[src/rtl/fifo_rd_stream_adapter_pkg.sv]
// Shared defaults and index-width helper for the async_fifo read-side
// stream adapter and its output buffer.
package fifo_rd_stream_adapter_pkg;

    localparam int DEF_DATA_WIDTH = 8;
    localparam int DEF_BUF_DEPTH  = 2;
    localparam int DEF_CNT_WIDTH  = 16;

    // Bits needed to index n entries (at least one bit).
    function automatic int idx_width(input int n);
        return (n > 1) ? $clog2(n) : 1;
    endfunction

endpackage

[src/rtl/rd_out_buffer.sv]
// Circular register buffer of BUF_DEPTH words with push/pop, occupancy count,
// head-word output and a sticky overflow/underflow error flag.
// Ports: clk, rst_n (async low), clr (sync clear), push/din, pop, dout (head),
//        count (occupancy), err (sticky).
module rd_out_buffer
    import fifo_rd_stream_adapter_pkg::*;
#(
    parameter  int DATA_WIDTH = DEF_DATA_WIDTH,
    parameter  int BUF_DEPTH  = DEF_BUF_DEPTH,
    localparam int PW         = idx_width(BUF_DEPTH),
    localparam int CW         = $clog2(BUF_DEPTH + 1)
) (
    input  logic                  clk,
    input  logic                  rst_n,
    input  logic                  clr,
    input  logic                  push,
    input  logic                  pop,
    input  logic [DATA_WIDTH-1:0] din,
    output logic [DATA_WIDTH-1:0] dout,
    output logic [CW-1:0]         count,
    output logic                  err
);

    logic [DATA_WIDTH-1:0] mem_q [BUF_DEPTH];
    logic [DATA_WIDTH-1:0] mem_d [BUF_DEPTH];
    logic [PW-1:0]         head_q, head_d;
    logic [PW-1:0]         tail_q, tail_d;
    logic [CW-1:0]         count_q, count_d;
    logic                  err_q, err_d;
    logic                  full, empty;
    logic                  do_push, do_pop;

    function automatic logic [PW-1:0] ptr_inc(input logic [PW-1:0] p);
        return (p == PW'(BUF_DEPTH - 1)) ? '0 : p + 1'b1;
    endfunction

    always_comb begin
        full    = (count_q == CW'(BUF_DEPTH));
        empty   = (count_q == '0);
        // A full buffer can still take a word on the edge its head leaves.
        do_push = push & (~full | pop);
        do_pop  = pop & ~empty;

        mem_d   = mem_q;
        head_d  = head_q;
        tail_d  = tail_q;
        count_d = count_q;
        err_d   = err_q | (push & full & ~pop) | (pop & empty);

        if (clr) begin
            head_d  = '0;
            tail_d  = '0;
            count_d = '0;
        end else begin
            if (do_push) begin
                mem_d[tail_q] = din;
                tail_d        = ptr_inc(tail_q);
            end
            if (do_pop) begin
                head_d = ptr_inc(head_q);
            end
            unique case ({do_push, do_pop})
                2'b10:   count_d = count_q + 1'b1;
                2'b01:   count_d = count_q - 1'b1;
                default: count_d = count_q;
            endcase
        end
    end

    always_ff @(posedge clk or negedge rst_n) begin
        if (!rst_n) begin
            for (int i = 0; i < BUF_DEPTH; i++) begin
                mem_q[i] <= '0;
            end
            head_q  <= '0;
            tail_q  <= '0;
            count_q <= '0;
            err_q   <= 1'b0;
        end else begin
            mem_q   <= mem_d;
            head_q  <= head_d;
            tail_q  <= tail_d;
            count_q <= count_d;
            err_q   <= err_d;
        end
    end

    assign dout  = mem_q[head_q];
    assign count = count_q;
    assign err   = err_q;

endmodule

[src/rtl/fifo_rd_stream_adapter.sv]
// Read-side companion of async_fifo: issues rd_en, captures data_out one cycle
// later into rd_out_buffer, and presents a first-word-fall-through stream.
// Ports: rd_clk, rd_rst_n (async low), fifo_empty/fifo_rd_en/fifo_data (FIFO
//        side), flush, m_valid/m_ready/m_data (stream), word_cnt, stall_cnt, err.
module fifo_rd_stream_adapter
    import fifo_rd_stream_adapter_pkg::*;
#(
    parameter int DATA_WIDTH = DEF_DATA_WIDTH,
    parameter int BUF_DEPTH  = DEF_BUF_DEPTH,
    parameter int CNT_WIDTH  = DEF_CNT_WIDTH
) (
    input  logic                  rd_clk,
    input  logic                  rd_rst_n,
    input  logic                  fifo_empty,
    output logic                  fifo_rd_en,
    input  logic [DATA_WIDTH-1:0] fifo_data,
    input  logic                  flush,
    output logic                  m_valid,
    input  logic                  m_ready,
    output logic [DATA_WIDTH-1:0] m_data,
    output logic [CNT_WIDTH-1:0]  word_cnt,
    output logic [CNT_WIDTH-1:0]  stall_cnt,
    output logic                  err
);

    localparam int CW = $clog2(BUF_DEPTH + 1);
    localparam int OW = CW + 1;

    logic                 run_q, run_d;
    logic                 inflight_q, inflight_d;
    logic [CNT_WIDTH-1:0] word_cnt_q, word_cnt_d;
    logic [CNT_WIDTH-1:0] stall_cnt_q, stall_cnt_d;
    logic [CW-1:0]        count;
    logic [OW-1:0]        occupancy;
    logic                 pop;

    rd_out_buffer #(
        .DATA_WIDTH (DATA_WIDTH),
        .BUF_DEPTH  (BUF_DEPTH)
    ) u_buf (
        .clk   (rd_clk),
        .rst_n (rd_rst_n),
        .clr   (flush),
        .push  (inflight_q),
        .pop   (pop),
        .din   (fifo_data),
        .dout  (m_data),
        .count (count),
        .err   (err)
    );

    assign m_valid = (count != '0);

    always_comb begin
        pop = m_valid & m_ready;
        // Words already owned (buffered + in flight) after this edge's pop.
        occupancy = OW'(count) + OW'(inflight_q) - OW'(pop);
        // run_q keeps rd_en low while in reset and until the first edge after.
        // m_ready reaches rd_en combinationally through pop by design.
        fifo_rd_en = run_q & ~fifo_empty & ~flush
                   & (occupancy < OW'(BUF_DEPTH));

        run_d      = 1'b1;
        inflight_d = fifo_rd_en;
        word_cnt_d = word_cnt_q + CNT_WIDTH'(pop);

        stall_cnt_d = stall_cnt_q;
        if (m_valid & ~m_ready & ~&stall_cnt_q) begin
            stall_cnt_d = stall_cnt_q + 1'b1;
        end
    end

    always_ff @(posedge rd_clk or negedge rd_rst_n) begin
        if (!rd_rst_n) begin
            run_q       <= 1'b0;
            inflight_q  <= 1'b0;
            word_cnt_q  <= '0;
            stall_cnt_q <= '0;
        end else begin
            run_q       <= run_d;
            inflight_q  <= inflight_d;
            word_cnt_q  <= word_cnt_d;
            stall_cnt_q <= stall_cnt_d;
        end
    end

    assign word_cnt  = word_cnt_q;
    assign stall_cnt = stall_cnt_q;

endmodule

[config.mk]
export PLATFORM = sky130hd
export DESIGN_NAME = fifo_rd_stream_adapter
export DESIGN_NICKNAME = d
export VERILOG_FILES = /design/src/rtl/fifo_rd_stream_adapter_pkg.sv /design/src/rtl/rd_out_buffer.sv /design/src/rtl/fifo_rd_stream_adapter.sv
export SDC_FILE = /design/constraint.sdc
export NUM_CORES = 1
export LEC_CHECK = 0
export BUFFER_PORTS_ARGS = -buffer_cell sky130_fd_sc_hd__clkbuf_2
export CAP_MARGIN = 15
export CORE_AREA = 2 2 77 79
export DETAILED_ROUTE_END_ITERATION = 12
export DIE_AREA = 0 0 79 81
export GPL_TIMING_DRIVEN = 0
export PLACE_DENSITY = 0.82
export SYNTH_ARGS = -nofsm -noshare
export SYNTH_HDL_FRONTEND = slang
export SYNTH_SLANG_ARGS = --single-unit
export TNS_END_PERCENT = 20
[constraint.sdc]
create_clock -name rd_clk -period 1.95 [get_ports rd_clk]
set_clock_uncertainty 0.05 [all_clocks]
set_input_delay 0.0975 -clock rd_clk [delete_from_list [all_inputs] [get_ports rd_clk]]
set_output_delay 0.0975 -clock rd_clk [all_outputs]
set_load 0.05 [all_outputs]
Word level (Yosys, flattened, before mapping)

Cells that the tools add are included.

Add/sub/neg operators: 8
Magnitude comparators: 4
Eq/ne operators: 3
Muxes and demuxes: 14
Bitwise gates (word level): 22
Reduce and logical (&&, ||, !) cells: 9

Operators with widths:

| kind                  | count |
|---|---|
| $mux 8                | 4 |
| $add 16x1->16         | 1 |
| $add 16x1->16 const B | 1 |
| $bwmux 16             | 1 |
| $reduce_and 16->1     | 1 |
| $and 1x1->1           | 11 |
| $demux 8 s1           | 1 |
| $mux 1                | 6 |
| $not 1->1             | 6 |
| $reduce_bool 2->1     | 3 |
| $eq 2x2->1 const B    | 2 |
| $ge 2x2->1 const B    | 2 |
| $not 1->2             | 2 |
| $pmux 2 s2            | 1 |
| $add 2x1->3           | 1 |
| $lt 3x2->1 const B    | 1 |
| $or 1x1->1            | 3 |
| $reduce_bool 3->1     | 1 |
| $sub 3x1->3           | 1 |
| $add 1x1->1 const B   | 2 |
| $add 2x1->2 const B   | 1 |
| $eq 2x1->1 const B    | 1 |
| $logic_not 2->1       | 1 |
| $lt 2x1->1 const B    | 1 |
| 5 further kinds       | 5 |

Bits in registers: 55
Input port bits: 13

Logic depth before layout (Yosys ltp)

Depth in word-level cells: 7
Gate-level depth with buffers: 7

Hierarchy

Synthesis repeated with hierarchy kept, for this count alone.

Cells, all modules: 217
Area total of the unflattened synthesis: 2658.8 µm²

Modules (own cells, without submodules):

| module                 | times used | cells an instance | area an instance (µm²) |
|---|---|---|---|
| fifo_rd_stream_adapter | 1          | 141               | 1626.6 |
| rd_out_buffer          | 1          | 76                | 1032.2 |

Worst setup path after synthesis

No wires, ideal clock.

Kind: reg-to-reg
Start point: reg u_buf.count_q[1] (netlist: u_buf.count[1])
End point: reg inflight_q
Setup time: 0.203 ns
Arrival: 2.144 ns
Data required time: 1.697 ns
Path slack: -0.446 ns
Stages on the path, launching flop included: 7
Path buffers: 0
Cells stage by stage: dfrtp_1 -> and3b_1 -> or2_2 -> nand2_1 -> fa_1 -> nand4bb_1 -> nor2_1

Cells in the longest elaborated chain, start to end: 5
Elaborated cells on any way between the ends: 6
Those cells by class: 2 x add/sub; 1 x order compare; 2 x bitwise; 1 x reduce/logical

Ends and longest elaborated chain:

| what                                                | line                         | source |
|---|---|---|
| from (decl)                                         | rd_out_buffer.sv:28          | `logic [CW-1:0] count_q, count_d;` |
| from (signal assigned)                              | rd_out_buffer.sv:83          | `count_q <= count_d;` |
| branches (longest 2 deep; another with $add 2x1->3) | -                            |  |
| $sub 3x1->3 *                                       | fifo_rd_stream_adapter.sv:57 | `occupancy = OW'(count) + OW'(inflight_q) - OW'(pop);` |
| $lt 3x2->1 *                                        | fifo_rd_stream_adapter.sv:61 | `& (occupancy < OW'(BUF_DEPTH));` |
| $and 1x1->1 *                                       | fifo_rd_stream_adapter.sv:61 |  |
| named net fifo_rd_en                                | fifo_rd_stream_adapter.sv:15 | `output logic fifo_rd_en,` |
| to (signal assigned)                                | fifo_rd_stream_adapter.sv:81 | `inflight_q <= inflight_d;` |
| to (decl)                                           | fifo_rd_stream_adapter.sv:30 | `logic inflight_q, inflight_d;` |

Mark *: on every way through the listed nets, which the timed path passes.
A chain may end at the register's enable or synchronous reset.

Final worst setup path

Start point: reg u_buf.count_q[1] (netlist: u_buf.count[1])
End point: out fifo_rd_en

Cells in the longest elaborated chain, start to end: 5
Elaborated cells on any way between the ends: 6
Those cells by class: 2 x add/sub; 1 x order compare; 2 x bitwise; 1 x reduce/logical

Ends and longest elaborated chain:

| what                                                | line |
|---|---|
| branches (longest 2 deep; another with $add 2x1->3) | - |
| $sub 3x1->3 *                                       | fifo_rd_stream_adapter.sv:57 |
| $lt 3x2->1 *                                        | fifo_rd_stream_adapter.sv:61 |
| $and 1x1->1 *                                       | fifo_rd_stream_adapter.sv:61 |
| to (decl)                                           | fifo_rd_stream_adapter.sv:15 |

Every way passes the cells marked *.

==> reports/summary.log <==
INFO  outcome        run_status=complete, but fails checks
INFO  outcome        failed_checks=setup timing
INFO  layout         ratio_of_cells_with_drive_above_1_in_the_final_layout=40.5%
INFO  yosys          post_synth_edffs=0
INFO  cts            clockBufferDepth=2
INFO  worst_setup_path critical_path_peak_fanout=2
INFO  placed_design  setup_ws_pre_cts=-0.123ns
INFO  routing        routed_via_density=5.20
INFO  timing         normalized_max_slew_margin=39.3%
INFO  timing         final-setup-viol-count=1
INFO  routing        drt.antenna.violating_nets=0
INFO  yosys          synth_sequential_area_ratio=53.5%
INFO  worst_setup_path setup.worst_path.class=reg -> out
INFO  routing        route.final.wire_length=5.09mm
INFO  cts            cts_sink_cnt=55
INFO  timing         final-hold-violation-count=0
INFO  worst_setup_path crit_path_end_kind=output port
INFO  global_routing total_overflow_reported_by_the_global_router=0
INFO  floorplan      pin_count=56
INFO  timing         achievable-frequency=451MHz
INFO  power          vdd_ir_drop_max=0.476mV
INFO  global_routing grt_pass1_wl=8.31mm
INFO  floorplan      rows=28
INFO  yosys          synth_ff_type=dfrtp_1
INFO  timing         max_slew.worst_pin.slew=0.910ns
INFO  yosys          synth_fp_nets=224
INFO  timing         layout_setup_ws=-0.266ns
INFO  yosys          yosysWarningCount=0
INFO  cts            cts-htree-levels=2
INFO  yosys          synthesis.area=0.00257sqmm
INFO  global_routing grtUsageTotal=16.7%
INFO  placed_design  replace_congestion=0.808
INFO  hold_path      hold_path_class=in -> reg
INFO  floorplan      floorplan.die.height=81microns
INFO  yosys          ys_ff_latch=55
INFO  global_routing grt_pass1_vias=1836
INFO  yosys          syn-mean-instance-area=12.4squm
INFO  cts            cts_root_buffer=clkbuf_8
INFO  timing         rsz0062_at_grt=true
INFO  worst_setup_path data_arrival_time_at_the_worst_slack_endpoint=2.07ns
INFO  layout         layout.cells.non_filler=359
INFO  floorplan      core_area=0.00568sqmm
INFO  placed_design  dp_hpwl=3.42mm
INFO  routing        dr_iter_0_viols=94
INFO  routing        routed-via-count=1866
INFO  layout         insertedDiodeCount=0
INFO  timing         timing.final.max_slew_violations=0
INFO  power          static-leakage-power=1.61nW
INFO  yosys          synth_cell_types=41
INFO  layout         nNetsFinal=300
INFO  layout         filler_cell_count=477
INFO  yosys          synthesis.instances=207
INFO  yosys          synth_async_sr_flop_share=100%
INFO  cts            cts_tree=done
INFO  cts            clock_network_latency_to_the_later_pin_of_the_worst_skew_pair=0.31ns
INFO  power          p_total=3.01mW
INFO  routing        drc=0
INFO  floorplan      floorplan.die_area=0.00640sqmm
INFO  routing        drtPass1Iterations=4
INFO  global_routing grt_start_max_net_pins=34
INFO  timing         finalCritPeriodShare=114%
INFO  cts            clock_transition_at_the_registers_of_the_reported_paths=0.10ns
INFO  job            maxCapViolCount=0
INFO  power          power_density=918mW/mm^2
INFO  cts            tritoncts.num_buffers=5
INFO  placed_design  numPlacedInstances=338
INFO  global_routing antenna_found_initial=0
INFO  placed_design  buffer_ports.inserted=55
INFO  floorplan      starting_density_of_the_core=45.3%
INFO  worst_setup_path cp_data_required_time=1.80ns
INFO  worst_setup_path startpoint_type=flop
INFO  timing         fin_crit=2.22ns
INFO  floorplan      die-width=79microns
INFO  routing        wire_per_inst=14.2microns
INFO  layout         area_growth_from_synthesis_to_layout=27.6%
-- logic make-up after synthesis --
family / share of synthesized area (%)
AO/OA/AOI/OAI: 2.77
XOR/XNOR: 9.53
adder cells (fa/ha/maj): 2.24
buffers and inverters: 0.875
flip-flops: 53.5
multiplexers: 13.0
other: 0.146
AND/OR/NAND/NOR: 17.9
-- synthesized netlist by cell type (3+ instances only) --
cell      instances  area share [%]
nand4_1           9             2.2
and4_1            4             1.4
mux2_4            8             4.7
nor3_1            7             1.4
nand2_1          11             1.6
ha_1              3             1.5
xor2_1           14             4.8
nand2b_1          4            0.97
dfrtp_1          55              54
xnor2_1          14             4.8
mux2_2           19             8.3
nand3_1          12             2.3
and3_1            3            0.73
nor2_1           11             1.6
-- what timing repair did --
| item | 4_1_cts | 5_1_grt |
|---|---|---|
| buffers inserted | 3 | 0 |
| resized for setup | 6 | 9 |
| endpoints found under the setup margin | 3 | 18 |
| hold buffers | 10 | 0 |
| pin swaps | 1 | 1 |
| hold endpoints to repair | 50 | 0 |
-- critical path: stages, from the launching register on --
cell and delay [ns]:
dfrtp_2 0.42, and3b_1 0.17, or2_2 0.32, nand2_2 0.08
fa_1 0.41, nand4bb_1 0.16, nor2_4 0.05, buf_8 0.15
-- cells in the final DEF (no fill, tap or decap), types with 9 or more instances in the layout --
cell type | synthesis | final
mux2_2 | 19 | 19
nand4_1 | 9 | 9
xnor2_1 | 14 | 14
clkbuf_2 | 0 | 55
dlygate4sd3_1 | 0 | 10
nand2_1 | 11 | 9
nand3_1 | 12 | 12
xor2_1 | 14 | 14
dfrtp_1 | 55 | 52
nor2_1 | 11 | 10
-- layout make-up --
class	count	area (sq um)	area share, %
buffer	2	16.3	0.495
timing repair buffer	69	435	13.3
clock inverter	2	35.0	1.07
multi-input combinational	148	1230	37.5
inverter	2	7.51	0.229
sequential	55	1380	42.0
clock buffer	6	82.6	2.52
tap	75	93.8	2.86
-- state kept, by name, summed over array words and instances (netlist names) --
signal / cells
u_buf.count: 2
u_buf.err: 1
u_buf.mem_q: 16
word_cnt: 16
u_buf.tail_q: 1
u_buf.head_q: 1
stall_cnt: 16
run_q: 1
inflight_q: 1
-- layer usage --
| layer | vias to the layer above | global-route usage (%) | wire length, microns |
|---|---|---|---|
| met3 | 9 | 3.67 | 234 |
| li1 | 885 | - | - |
| met1 | 930 | 20.6 | 2210 |
| met5 | - | 0 | 0 |
| met2 | 42 | 28.6 | 2550 |
| met4 | 0 | 6.55 | 97 |
-- per-stage QoR --
stage / hold slack, ns / util [%] / setup TNS (ns) / cell area [sq um]
3_5_place_dp: 0.223 / 52.6 / -0.176 / 2980
5_1_grt: 0.0505 / 57.8 / -0.347 / 3280
3_3_place_gp: 0.294 / 52.1 / -0.133 / 2960
4_1_cts: 0.0382 / 57.1 / -0.281 / 3240
6_report: 0.0547 / 57.8 / -0.266 / 3280
2_1_floorplan: -0.248 / - / 0 / 2590
-- path summary, 6_finish.rpt --
check	startpoint	endpoint	slack (ns)	depth (start not counted)
setup / recovery	u_buf.count[1]	fifo_rd_en	-0.27	7
hold / removal	fifo_empty	inflight_q	0.05	3
setup reg to reg	u_buf.count[1]	word_cnt[12]	0.08	8
hold reg to reg	word_cnt[15]	word_cnt[15]	0.43	1
max in group asynchronous	rd_rst_n	u_buf.count[1]	0.84	2
min in group asynchronous	rd_rst_n	stall_cnt[8]	0.40	2
-- report_power, final --
| part | internal [mW] | leakage [nW] | total [mW] | switching, mW |
|---|---|---|---|---|
| logic | 0.254 | 0.818 | 0.817 | 0.563 |
| registers | 1.28 | 0.727 | 1.41 | 0.131 |
| clock network | 0.416 | 0.0612 | 0.788 | 0.372 |
Power figures use the tool's default switching activity.
